--- src/rtl/wb_slave_regfile.sv ---
// rtl/wb_slave_regfile.sv - Wishbone B3 classic slave with a byte-writable register bank
//
// Ports:
//   wb_clk, wb_rst          clock, synchronous active-high reset
//   wb_adr_i .. wb_bte_i    Wishbone slave inputs (cti/bte ignored, classic cycles only)
//   wb_dat_o, wb_ack_o,
//   wb_err_o, wb_rty_o      registered read data and cycle terminations
//   busy_i                  owner busy; a request seen while high is answered with retry
//   reg_q                   all registers in parallel, register k at [k*dw +: dw]
//   wr_stb_o, wr_idx_o      one-cycle pulse and register index of a committed write
module wb_slave_regfile #(
    parameter int            dw          = 32,
    parameter int            aw          = 32,
    parameter int            NUM_REGS    = 16,
    parameter logic [aw-1:0] BASE_ADDR   = '0,
    parameter int            WAIT_STATES = 0
) (
    input  logic                   wb_clk,
    input  logic                   wb_rst,
    input  logic [aw-1:0]          wb_adr_i,
    input  logic [dw-1:0]          wb_dat_i,
    input  logic [3:0]             wb_sel_i,
    input  logic                   wb_we_i,
    input  logic                   wb_cyc_i,
    input  logic                   wb_stb_i,
    input  logic [2:0]             wb_cti_i,
    input  logic [1:0]             wb_bte_i,
    output logic [dw-1:0]          wb_dat_o,
    output logic                   wb_ack_o,
    output logic                   wb_err_o,
    output logic                   wb_rty_o,
    input  logic                   busy_i,
    output logic [NUM_REGS*dw-1:0] reg_q,
    output logic                   wr_stb_o,
    output logic [7:0]             wr_idx_o
);

    localparam int            IW    = (NUM_REGS > 1) ? $clog2(NUM_REGS) : 1;
    localparam logic [aw-1:0] LIMIT = aw'(NUM_REGS * 4);

    typedef enum logic [1:0] {S_IDLE, S_WAIT, S_RESP} state_t;

    state_t          r_state;
    logic [3:0]      r_cnt;
    logic [7:0]      r_idx;
    logic [dw-1:0]   r_dat;
    logic [3:0]      r_sel;
    logic            r_we;
    logic [dw-1:0]   r_regs [NUM_REGS];

    logic [aw-1:0]   w_offset;
    logic            w_valid;
    logic [7:0]      w_idx;
    logic            w_req;
    logic            w_commit;
    logic [7:0]      w_cidx;
    logic [dw-1:0]   w_cdat;
    logic [3:0]      w_csel;
    logic            w_cwe;
    logic            w_unused;

    // Modulo subtraction makes addresses below the base wrap to huge offsets,
    // so a single range compare rejects them.
    assign w_offset = wb_adr_i - BASE_ADDR;
    assign w_valid  = (w_offset[1:0] == 2'b00) && (w_offset < LIMIT);
    assign w_idx    = w_offset[9:2];
    assign w_req    = wb_cyc_i & wb_stb_i;

    // An ack commits either straight from the bus (no wait states) or from
    // the fields captured in IDLE once the wait counter expires.
    always_comb begin
        w_commit = 1'b0;
        w_cidx   = r_idx;
        w_cdat   = r_dat;
        w_csel   = r_sel;
        w_cwe    = r_we;
        if (r_state == S_IDLE) begin
            w_commit = w_req && !busy_i && w_valid && (WAIT_STATES == 0);
            w_cidx   = w_idx;
            w_cdat   = wb_dat_i;
            w_csel   = wb_sel_i;
            w_cwe    = wb_we_i;
        end else if (r_state == S_WAIT) begin
            w_commit = w_req && (r_cnt == 4'd0);
        end
    end

    always_ff @(posedge wb_clk) begin
        if (wb_rst) begin
            r_state  <= S_IDLE;
            r_cnt    <= 4'd0;
            r_idx    <= 8'd0;
            r_dat    <= '0;
            r_sel    <= 4'd0;
            r_we     <= 1'b0;
            wb_dat_o <= '0;
            wb_ack_o <= 1'b0;
            wb_err_o <= 1'b0;
            wb_rty_o <= 1'b0;
            wr_stb_o <= 1'b0;
            wr_idx_o <= 8'd0;
            for (int k = 0; k < NUM_REGS; k++) r_regs[k] <= '0;
        end else begin
            wb_dat_o <= '0;
            wb_ack_o <= 1'b0;
            wb_err_o <= 1'b0;
            wb_rty_o <= 1'b0;
            wr_stb_o <= 1'b0;
            case (r_state)
                S_IDLE: begin
                    if (w_req) begin
                        r_idx <= w_idx;
                        r_dat <= wb_dat_i;
                        r_sel <= wb_sel_i;
                        r_we  <= wb_we_i;
                        if (busy_i) begin
                            wb_rty_o <= 1'b1;
                            r_state  <= S_RESP;
                        end else if (!w_valid) begin
                            wb_err_o <= 1'b1;
                            r_state  <= S_RESP;
                        end else if (WAIT_STATES == 0) begin
                            wb_ack_o <= 1'b1;
                            r_state  <= S_RESP;
                        end else begin
                            r_cnt   <= 4'(WAIT_STATES - 1);
                            r_state <= S_WAIT;
                        end
                    end
                end
                S_WAIT: begin
                    // Master withdrawing the cycle aborts silently.
                    if (!w_req) begin
                        r_state <= S_IDLE;
                    end else if (r_cnt == 4'd0) begin
                        wb_ack_o <= 1'b1;
                        r_state  <= S_RESP;
                    end else begin
                        r_cnt <= r_cnt - 4'd1;
                    end
                end
                default: r_state <= S_IDLE;
            endcase

            if (w_commit) begin
                if (w_cwe) begin
                    for (int b = 0; b < 4; b++) begin
                        if (w_csel[b]) r_regs[w_cidx[IW-1:0]][8*b +: 8] <= w_cdat[8*b +: 8];
                    end
                    wr_stb_o <= 1'b1;
                    wr_idx_o <= w_cidx;
                end else begin
                    wb_dat_o <= r_regs[w_cidx[IW-1:0]];
                end
            end
        end
    end

    for (genvar k = 0; k < NUM_REGS; k++) begin : g_reg_q
        assign reg_q[k*dw +: dw] = r_regs[k];
    end

    assign w_unused = ^{wb_cti_i, wb_bte_i};

endmodule

--- config.mk ---
export PLATFORM = sky130hd
export DESIGN_NAME = wb_slave_regfile
export DESIGN_NICKNAME = d
export VERILOG_FILES = /design/src/rtl/wb_slave_regfile.sv
export SDC_FILE = /design/constraint.sdc
export NUM_CORES = 1
export LEC_CHECK = 0
export ABC_AREA = 0
export BUFFER_PORTS_ARGS = -buffer_cell sky130_fd_sc_hd__buf_4
export CORE_ASPECT_RATIO = 0.6
export CORE_MARGIN = 5
export CORE_UTILIZATION = 39
export DETAILED_ROUTE_END_ITERATION = 10
export GPL_ROUTABILITY_DRIVEN = 0
export PLACE_DENSITY = 0.65
export RECOVER_POWER = 25
export SLEW_MARGIN = 0
export SYNTH_ARGS = -nofsm -noshare
export SYNTH_HDL_FRONTEND = slang
export SYNTH_SLANG_ARGS = --single-unit
--- constraint.sdc ---
create_clock -name wb_clk -period 2.85 [get_ports wb_clk]
set_input_delay 0 -clock wb_clk [delete_from_list [all_inputs] [get_ports wb_clk]]
set_output_delay 0 -clock wb_clk [all_outputs]
set_load 0.005 [all_outputs]
Word level (Yosys, flattened, before mapping)
Memories as Yosys holds them, arrays and structs flattened. A register that Yosys moved wholly into a read port is not among the register bits.
Cells that the tools add are included.
- flip-flop bits (word level): 63
- memory bits (writable): 512
- input port bits: 79
- output and inout port bits: 556
- word-level logic and storage cells: 83
- memories kept: 1
- $add $sub $neg: 1
- magnitude comparators: 1
- eq/ne operators: 3
- muxes and demuxes: 44
- bitwise gates (word level): 5
- reductions and logical operators: 17
- memory list (memory ; depth ; bits a word ; read ports ; clocked after Yosys merged registers in ; wr ports ; RTL line ; text):
    r_regs ; 16 ; 32 ; 17 ; 1 ; 16 ; 49 ; logic [dw-1:0] r_regs [NUM_REGS];
- operators by type and width (operator ; count):
    two-way mux 32 bit ; 2
    two-way mux 1 bit ; 33
    less-than comparator 32 x 7 -> 1 bit (second input constant) ; 1
    OR reduction 32 bit ; 1
    two-way mux 4 bit ; 3
    two-way mux 8 bit ; 1
    two-way mux 2 bit ; 3
    AND reduction 2 bit ; 3
    OR reduction 3 bit ; 2
    logical AND 1 bit ; 4
    logical NOT 2 bit ; 2
    logical NOT 4 bit ; 1
    NOT 1 bit ; 4
    case mux 2 bit (2 select lines) ; 1
    OR reduction 4 bit ; 1
    subtractor 4 x 1 -> 4 bit (second input constant) ; 1
    inequality test 3 x 2 -> 1 bit (second input constant) ; 1
    AND reduction 3 bit ; 1
    == test 2 x 1 -> 1 bit (second input constant) ; 1
    inequality test 2 bit (second input constant) ; 1
    case mux 1 bit (2 select lines) ; 1
    OR reduction 2 bit ; 1
    AND 1 bit ; 1
    logical NOT 1 bit ; 1

Longest topological paths before layout
Gate-level depths: netlist of the first run.
- depth in word-level cells: 9
- gate-level depth with buffers: 8
- gate-level depth less buffers: 5

Least setup slack after synthesis of the first run
OpenSTA, ideal clock, no wires.
- path kind: register -> register
- from: register r_state[1]
- to: memory r_regs[0][24] (enable)
- setup time: 0.326 ns
- arrival time: 1.933 ns
- required time: 2.524 ns
- slack: 0.591 ns
- cell stages (with the launch flop): 8
- buffers on the path: 3
- period minus slack after synthesis: 2.259 ns
- path through: dfxtp_1 > and3b_1 > buf_2 > nand3b_1 > buf_2 > nor4_2 > buf_2 > a21o_1
- RTL lines (element ; RTL line ; text):
    start, declared ; 43 ; state_t r_state;
    start signal, assigned ; 90 ; r_state <= S_IDLE;
    start signal, assigned ; 118 ; r_state <= S_RESP;
    start signal, assigned ; 121 ; r_state <= S_RESP;
    end, declared ; 49 ;

==> qor.txt, run 1 <==
critical path class: in2reg
vias in the first global route: 20.2k
fin crit share: 104%
pre-CTS setup slack: 0.179 ns
reg-to-reg slack, setup: 0.07 ns
RSZ-0062 raised after global routing: yes
pin count of the biggest net entering global routing: 66
most common cell after layout, fill and taps aside: nor2_1
clk_lat worst skew: 0.63 ns
Worst-path clk slew: 0.07 ns
failing checks: negative setup slack
htree depth: 2
Synth cell types: 35
r2r worst-path depth: 6
DRT iter0 DRCs: 2517
Root Driver: clkbuf_16
HP Start: wb_cyc_i
first-pass GRT wire length: 150000 um
clock sink total: 598
antenna-violating nets left: 0
Layout area overhead: 31.7%
actual slew at the worst max-slew pin: 0.752 ns
synthesis-stage register bit count: 598
Max FO, Critical Path: 16
sequential area share after synthesis: 66.5%
gr ovfl total: 0
total power: 0.0197 W
final hold slack: 0.0904 ns
VDD IR max: 406 uV
# fillers: 5618
Max clock buf depth: 3
Cell Pwr Density: 581 nW/um2
CP Launch Type: primary input
final worst slack: -0.125 ns
Setup crit start: wb_adr_i[27]
reg2reg start: r_state[1]
post-synthesis cell count: 1888
Fmax achieved: 336 MHz
crit-path max cell delay: 0.64 ns
Syn Area/Cell: 13.6 um2
# setup viols final: 67
commonest cells after routing, fill and taps aside: 546 x nor2_1, 512 x edfxtp_1, 350 x buf_4, 245 x clkbuf_4, 150 x clkbuf_1
initial antenna violation count: 0
Routed WL per cell: 30.6 um
fin nets: 2671
CTS buffer count: 56
Final Max Tran Viols: 0
CP endpoint kind: flip-flop
status: complete, but fails checks
Slowest-stage cell, CP: nor4b_4
Initial DRT Pass Iterations: 6
share of layout cells above drive strength 1: 33.8%
# IOs: 635
Synth Cell Area: 25700 um2
hold depth: 4
clock period minus worst slack: 2.98 ns
Syn Nets: 1967
Static Leakage: 12.6 nW
Die Y-Extent: 209 um
DRC: 0
HP Class: in2reg
core area: 64900 um2
Synth top area share: 59.8%
crit path cell chain: dlygate4sd3_1, buf_4, nor4_1, dlygate4sd3_1, nand4_1, buf_4, nor4b_4, nand2_1, nor2_1
area leader, netlist: edfxtp_1
GRT Overall Usage: 29.1%
Area after DPL: 31900 um2
row cnt: 72
setup TNS: -2.89 ns
port bufs: 629
Setup Skew: 0.0143 ns
required time of the worst setup path: 3.30 ns
Rel. slew slack: 49.6%
Worst EP arrival: 3.42 ns
final instance area: 33900 um2
synth top area cells: edfxtp_1 60%, mux4_2 11%, nor2_1 8.0%
CTS tree: yes
vias per cell: 5.72
Initial Util: 39.6%
final WL: 107000 um
max-cap violation count: 0
die width: 342 um
final hold vios: 0
Syn. warnings: 0
full die area: 71300 um2
Vias: 20.0k
Post-DP HPWL: 77900 um
[cell type report]
| type | instances | area, um2 | area share (%) |
|---|---|---|---|
| flip-flops and latches | 598 | 17100 | 50.5 |
| clock inverters | 29 | 278 | 0.820 |
| well taps | 851 | 1060 | 3.14 |
| diodes | 2 | 5.00 | 0.0148 |
| multi-input cells | 1128 | 8030 | 23.7 |
| clock buffers | 74 | 1530 | 4.52 |
| repair buffers | 808 | 5860 | 17.3 |
[synth_stat cells]
cell	n
a211oi_1	4
a21o_1	64
a21oi_1	41
a22oi_1	32
and2_1	39
and3b_1	1
buf_1	36
buf_2	55
buf_4	8
buf_6	1
clkbuf_1	62
dfxtp_1	86
edfxtp_1	512
mux2_1	1
mux2_2	34
mux2i_1	40
mux4_2	128
nand2_1	135
nand2b_1	2
nand3_1	1
nand3b_1	2
nand4_1	1
nor2_1	546
nor3_1	1
nor3_2	1
nor4_1	8
nor4_2	4
nor4b_4	4
o21ai_0	32
o22a_1	1
o22ai_1	1
o32a_1	1
o32ai_1	1
or2_2	2
or3_1	1
[layer usage]
| metal | track usage (%) | vias to the layer above | part of all wire [%] |
|---|---|---|---|
| met2 | 47.7 | 1358 | 47 |
| met5 | 0 | - | 0 |
| met4 | 7.28 | 0 | 2.9 |
| li1 | - | 8237 | - |
| met1 | 38.9 | 10200 | 38 |
| met3 | 7.98 | 190 | 12 |
[timing repair]
item,CTS,global route
setup buffers,0,1
resized for setup,0,8
hold buffers,63,0
hold endpoints to repair,48,0
setup endpoints to repair,0,235
[state kept, by name, summed over array words and instances (netlist names)]
signal / count
r_dat: 32
r_idx: 4
r_regs: 512
r_sel: 4
r_state: 1
r_we: 1
wb_ack_o: 1
wb_dat_o: 32
wb_err_o: 1
wb_rty_o: 1
wr_idx_o: 8
wr_stb_o: 1
[metrics by stage]
step | instances | utilization, %
2_1_floorplan | 1888 | -
3_3_place_gp | 3321 | 49.2
3_5_place_dp | 3321 | 49.2
4_1_cts | 3487 | 53.0
5_1_grt | 3488 | 52.2
6_report | 3490 | 52.2
[logic make-up after synthesis]
group           share of synthesized area, %
flops                                   66.5
mux                                     14.3
compound gates                          4.47
buf+inv                                 2.78
simple gates                            12.0
[critical path: cells and delay by family]
kind                   cells  cell delay (ns)
AND/OR/NAND/NOR            5             1.86
buffers and inverters      4             1.54
[worst paths after layout]
path	end
max	r_regs[5][5]
min	r_state[1]
max reg2reg	r_regs[5][5]
min reg2reg	r_dat[15]
[where the power goes]
group	switching, W	internal, W
sequential	0.000233	0.00977
clock	0.00344	0.00416
combinational	0.00116	0.000928
total	0.00483	0.0149
Note: power is estimated with default switching activity, not from simulation.
==> run 2: changes to the inputs <==
Settings changed: REMOVE_ABC_BUFFERS set to 1.
==> qor.txt, run 2 (synthesized netlist as in run 1, its figures left out) <==
DRC: 0
CTS tree: yes
VDD IR max: 399 uV
Largest register FFs: 512
Routed WL per cell: 29.7 um
final hold vios: 0
Worst EP arrival: 3.32 ns
largest registers: r_regs: 512 flops, r_dat: 32 flops, wb_dat_o: 32 flops
share of layout cells above drive strength 1: 35.2%
port bufs: 629
CP Launch Type: flip-flop
final hold slack: 0.0699 ns
full die area: 71300 um2
Worst-path clk slew: 0.07 ns
final instance area: 33900 um2
first-pass GRT wire length: 144000 um
Layout area overhead: 31.9%
CTS buffer count: 56
vias per cell: 5.72
Setup crit start: r_state[1]
# setup viols final: 12
final worst slack: -0.0328 ns
Cell Pwr Density: 584 nW/um2
pin count of the biggest net entering global routing: 66
Die Y-Extent: 209 um
pre-CTS setup slack: -0.00937 ns
Initial DRT Pass Iterations: 6
RSZ-0062 raised after global routing: yes
die width: 342 um
Root Driver: clkbuf_16
reg2reg start: r_state[1]
Post-DP HPWL: 73200 um
fin crit share: 101%
status: complete, but fails checks
failing checks: negative setup slack
HP Class: in2reg
htree depth: 2
fin nets: 2650
clk_lat worst skew: 0.61 ns
clock period minus worst slack: 2.88 ns
required time of the worst setup path: 3.29 ns
CP endpoint kind: flip-flop
most common cell after layout, fill and taps aside: nor2_1
Final Max Tran Viols: 0
Static Leakage: 12.7 nW
# fillers: 5540
gr ovfl total: 0
HP Start: wb_adr_i[19]
commonest cells after routing, fill and taps aside: 543 x nor2_1, 512 x edfxtp_1, 324 x buf_4, 303 x clkbuf_4, 128 x mux4_2
DRT iter0 DRCs: 2785
GRT Overall Usage: 27.8%
initial antenna violation count: 4
Max clock buf depth: 3
antenna-violating nets left: 0
dpl cells: 3296
global route hottest layer: met2
met1 Track Usage GR: 37.9%
Initial Util: 39.6%
core area: 64900 um2
M2 GR Usage: 44.3%
# IOs: 635
Non-Filler Instances: 3469
vias in the first global route: 20.1k
largest register by flop count: r_regs
Setup Skew: 0.0142 ns
critical path class: reg2reg
actual slew at the worst max-slew pin: 1.11 ns
Vias: 19.9k
GR Util met3: 8.21%
clock sink total: 598
Rel. slew slack: 25.9%
max-cap violation count: 0
final WL: 103000 um
row cnt: 72
Max FO, Critical Path: 30
Fmax achieved: 347 MHz
Area after DPL: 31700 um2
==> run 2: cell types whose count changed in the layout (fill, tap and decap cells not counted), moves of 3 or more <==
cell	change
clkbuf_8	+4
clkbuf_4	+58
clkbuf_1	-49
buf_4	-26
nor2_1	-3
buf_12	-3
nor2_2	+3
==> run 2: metal layers <==
metal / share of wire [%] / routed length, um
met5: 0.022 / 23
met4: 2.6 / 2650
met3: 13 / 13200
met2: 46 / 47500
met1: 38 / 39600
==> run 2: where the power goes <==
group | internal, W | total (W) | switching [W]
Clock | 0.00434 | 0.00772 | 0.00338
Sequential | 0.00977 | 0.0100 | 0.000251
Combinational | 0.000932 | 0.00206 | 0.00112
==> run 2: timing repair <==
| item | in CTS | in global routing |
|---|---|---|
| resized for setup | 0 | 9 |
| hold buffers | 64 | 0 |
| endpoints found under the hold margin | 58 | 0 |
| setup buffers | 0 | 4 |
| setup endpoints to repair | 0 | 194 |
==> run 2: final timing paths <==
| kind | end | slack, ns | depth (start not counted) |
|---|---|---|---|
| max | r_regs[4][15] | -0.03 | 7 |
| min | wb_ack_o | 0.07 | 5 |
| max reg2reg | r_regs[4][15] | -0.03 | 7 |
| min reg2reg | r_dat[5] | 0.45 | 2 |
==> run 2: metrics by stage <==
step	utilization (%)	TNS (ns)	power [W]
after CTS	52.7	0	0.0199
after floorplan	-	-3368.59	0.0110
after detailed placement	48.9	-0.0120	0.0122
after global routing	52.3	-9.67	0.0204
after global placement	48.9	0	0.0122
final	52.3	-0.101	0.0198
==> run 2: final cells by class <==
type,instances,area (um2),area share [%]
sequential,598,17100,50.4
multi-input combinational,1128,8030,23.7
timing repair buffer,787,5860,17.3
clock buffer,80,1590,4.70
tap,851,1060,3.14
clock inverter,24,255,0.753
antenna,1,2.50,0.00738
==> run 2: critical path, stage by stage, from the launching register on <==
cell,delay (ns)
dfxtp_4,0.37
buf_12,0.23
buf_4,0.40
mux2i_1,0.17
nor2_1,0.11
nor4b_4,0.52
nand2_1,0.60
nor2_1,0.28
==> run 3: changes to the inputs <==
Settings changed: CORE_ASPECT_RATIO 0.6 to 0.5.
==> qor.txt, run 3 (synthesized netlist as in run 1, its figures left out) <==
Rel. slew slack: 27.5%
largest register by flop count: r_regs
required time of the worst setup path: 3.07 ns
status: finished clean
fin crit share: 92.1%
clock sink total: 598
Slowest-stage cell, CP: nor2_1
# fillers: 5602
GRT Overall Usage: 26.2%
final worst slack: 0.226 ns
Layout area overhead: 31.8%
actual slew at the worst max-slew pin: 1.09 ns
reg-to-reg slack, setup: 0.23 ns
reg2reg start: r_state[1]
antenna-violating nets left: 0
DRT iter0 DRCs: 2178
final hold vios: 0
Setup crit start: r_state[1]
row cnt: 66
r2r worst-path depth: 5
critical path class: reg2reg
Setup Skew: 0.0191 ns
Worst EP arrival: 2.85 ns
Fmax achieved: 381 MHz
htree depth: 2
fin nets: 2671
# setup viols final: 0
crit-path max cell delay: 0.53 ns
Reg area: 17100 um2
Worst-path clk slew: 0.06 ns
max-cap violation count: 0
vias in the first global route: 19.2k
Flop pwr share: 51.7%
Critical Path Sink: r_regs[7][21]
crit path cell chain: buf_12, mux2_4, nand2_1, nor2_1, a21o_1
initial antenna violation count: 6
CP endpoint kind: flip-flop
largest registers: r_regs: 512 flops, r_dat: 32 flops, wb_dat_o: 32 flops
VDD IR max: 449 uV
combinational share of power: 10.1%
DRC: 0
final instance area: 33900 um2
first-pass GRT wire length: 137000 um
full die area: 71500 um2
port bufs: 629
final WL: 97500 um
CTS tree: yes
gr ovfl total: 0
pre-CTS setup slack: 0.282 ns
RSZ-0062 raised after global routing: no
vias per cell: 5.47
Crit path depth: 5
Psw: 0.00456 W
Root Driver: clkbuf_16
clock period minus worst slack: 2.62 ns
HP Start: wb_adr_i[17]
Die Y-Extent: 192 um
Initial Util: 39.5%
share of layout cells above drive strength 1: 33.3%
Vias: 19.3k
Clock Power Share: 38.2%
most common cell after layout, fill and taps aside: nor2_1
CP Launch Type: flip-flop
Routed WL per cell: 27.6 um
Post-DP HPWL: 72300 um
switching share of power: 23.5%
HP Class: in2reg
multi-input logic area: 7970 um2
Buf+Inv Stages, Crit Path: 1
Largest register FFs: 512
R2R Path End: r_regs[7][21]
commonest cells after routing, fill and taps aside: 546 x nor2_1, 512 x edfxtp_1, 318 x buf_4, 287 x clkbuf_4, 141 x clkbuf_1
cell internal pwr: 0.0149 W
total power: 0.0194 W
Static Leakage: 12.7 nW
Max clock buf depth: 3
Max FO, Critical Path: 27
CP delay by family, top: simple AND/OR/NAND/NOR gates
Final Max Tran Viols: 0
die width: 373 um
Cell Pwr Density: 573 nW/um2
pin count of the biggest net entering global routing: 66
CTS buffer count: 55
clk_lat worst skew: 0.59 ns
# IOs: 635
Layout Utilization: 52.0%
Initial DRT Pass Iterations: 5
Area after DPL: 32000 um2
core area: 65200 um2
run 3: cell types whose count changed in the layout (fill, tap and decap cells not counted), moves of 3 or more:
cell / previous run / this run
nand2_1: 116 / 135
clkinv_1: 7 / 10
clkinv_2: 6 / 9
nor2_1: 543 / 546
buf_12: 9 / 16
dlygate4sd3_1: 64 / 59
clkbuf_1: 101 / 141
nor2_2: 3 / 0
clkbuf_4: 303 / 287
buf_4: 324 / 318
diode_2: 1 / 7
nand2_2: 19 / 0
run 3: through the flow:
| step | setup TNS (ns) | std cells | hold slack [ns] |
|---|---|---|---|
| floorplan | -3368.59 | 1726 | 0.0691 |
| global placement | 0 | 3360 | 0.242 |
| detailed placement | 0 | 3360 | 0.250 |
| CTS | 0 | 3520 | 0.0182 |
| global route | 0 | 3523 | 0.0522 |
| finish | 0 | 3527 | 0.0556 |
run 3: worst min-delay path by stage:
stage	endpoint	cells after the start	slack, ns
global placement	wb_rty_o	2	0.24
detailed placement	wb_rty_o	2	0.25
global route	wr_stb_o	5	0.05
floorplan	r_dat[0]	1	0.07
CTS	wr_stb_o	5	0.02
finish	wr_stb_o	5	0.06
run 3: power groups by stage:
stage | Combinational [W] | Clock (W) | Sequential [W]
after floorplan | 0.000897 | 0 | 0.0101
after global placement | 0.00193 | 0 | 0.0102
after detailed placement | 0.00195 | 0 | 0.0102
after CTS | 0.00203 | 0.00745 | 0.0100
after global routing | 0.00207 | 0.00786 | 0.0100
final | 0.00197 | 0.00741 | 0.0100
run 3: per-layer routing:
metal,track usage (%),up-vias,part of all wire (%)
met2,46.8,978,52
met1,30.8,9832,35
met3,5.63,241,8.0
met5,0,-,0.013
li1,-,8246,-
met4,11.5,2,5.2
run 3: final cells by class:
cell class                 instances  area share (%)
sequential                       598            50.4
clock inverter                    27           0.757
timing repair buffer             809            17.5
antenna                            7          0.0517
multi-input combinational       1128            23.5
clock buffer                      74            4.45
tap                              884            3.26
run 3: worst register-to-register path: cells and delay by family, from the launching register on:
family          cells  cell delay, ns
compound gates      1            0.52
mux                 1            0.35
buf+inv             1            0.25
simple gates        2            0.67
flops               1            0.46
run 3: repair_timing:
item,4_1_cts,5_1_grt
resized for setup,0,0
hold buffers,59,0
endpoints found under the hold margin,55,0
setup buffers,0,0
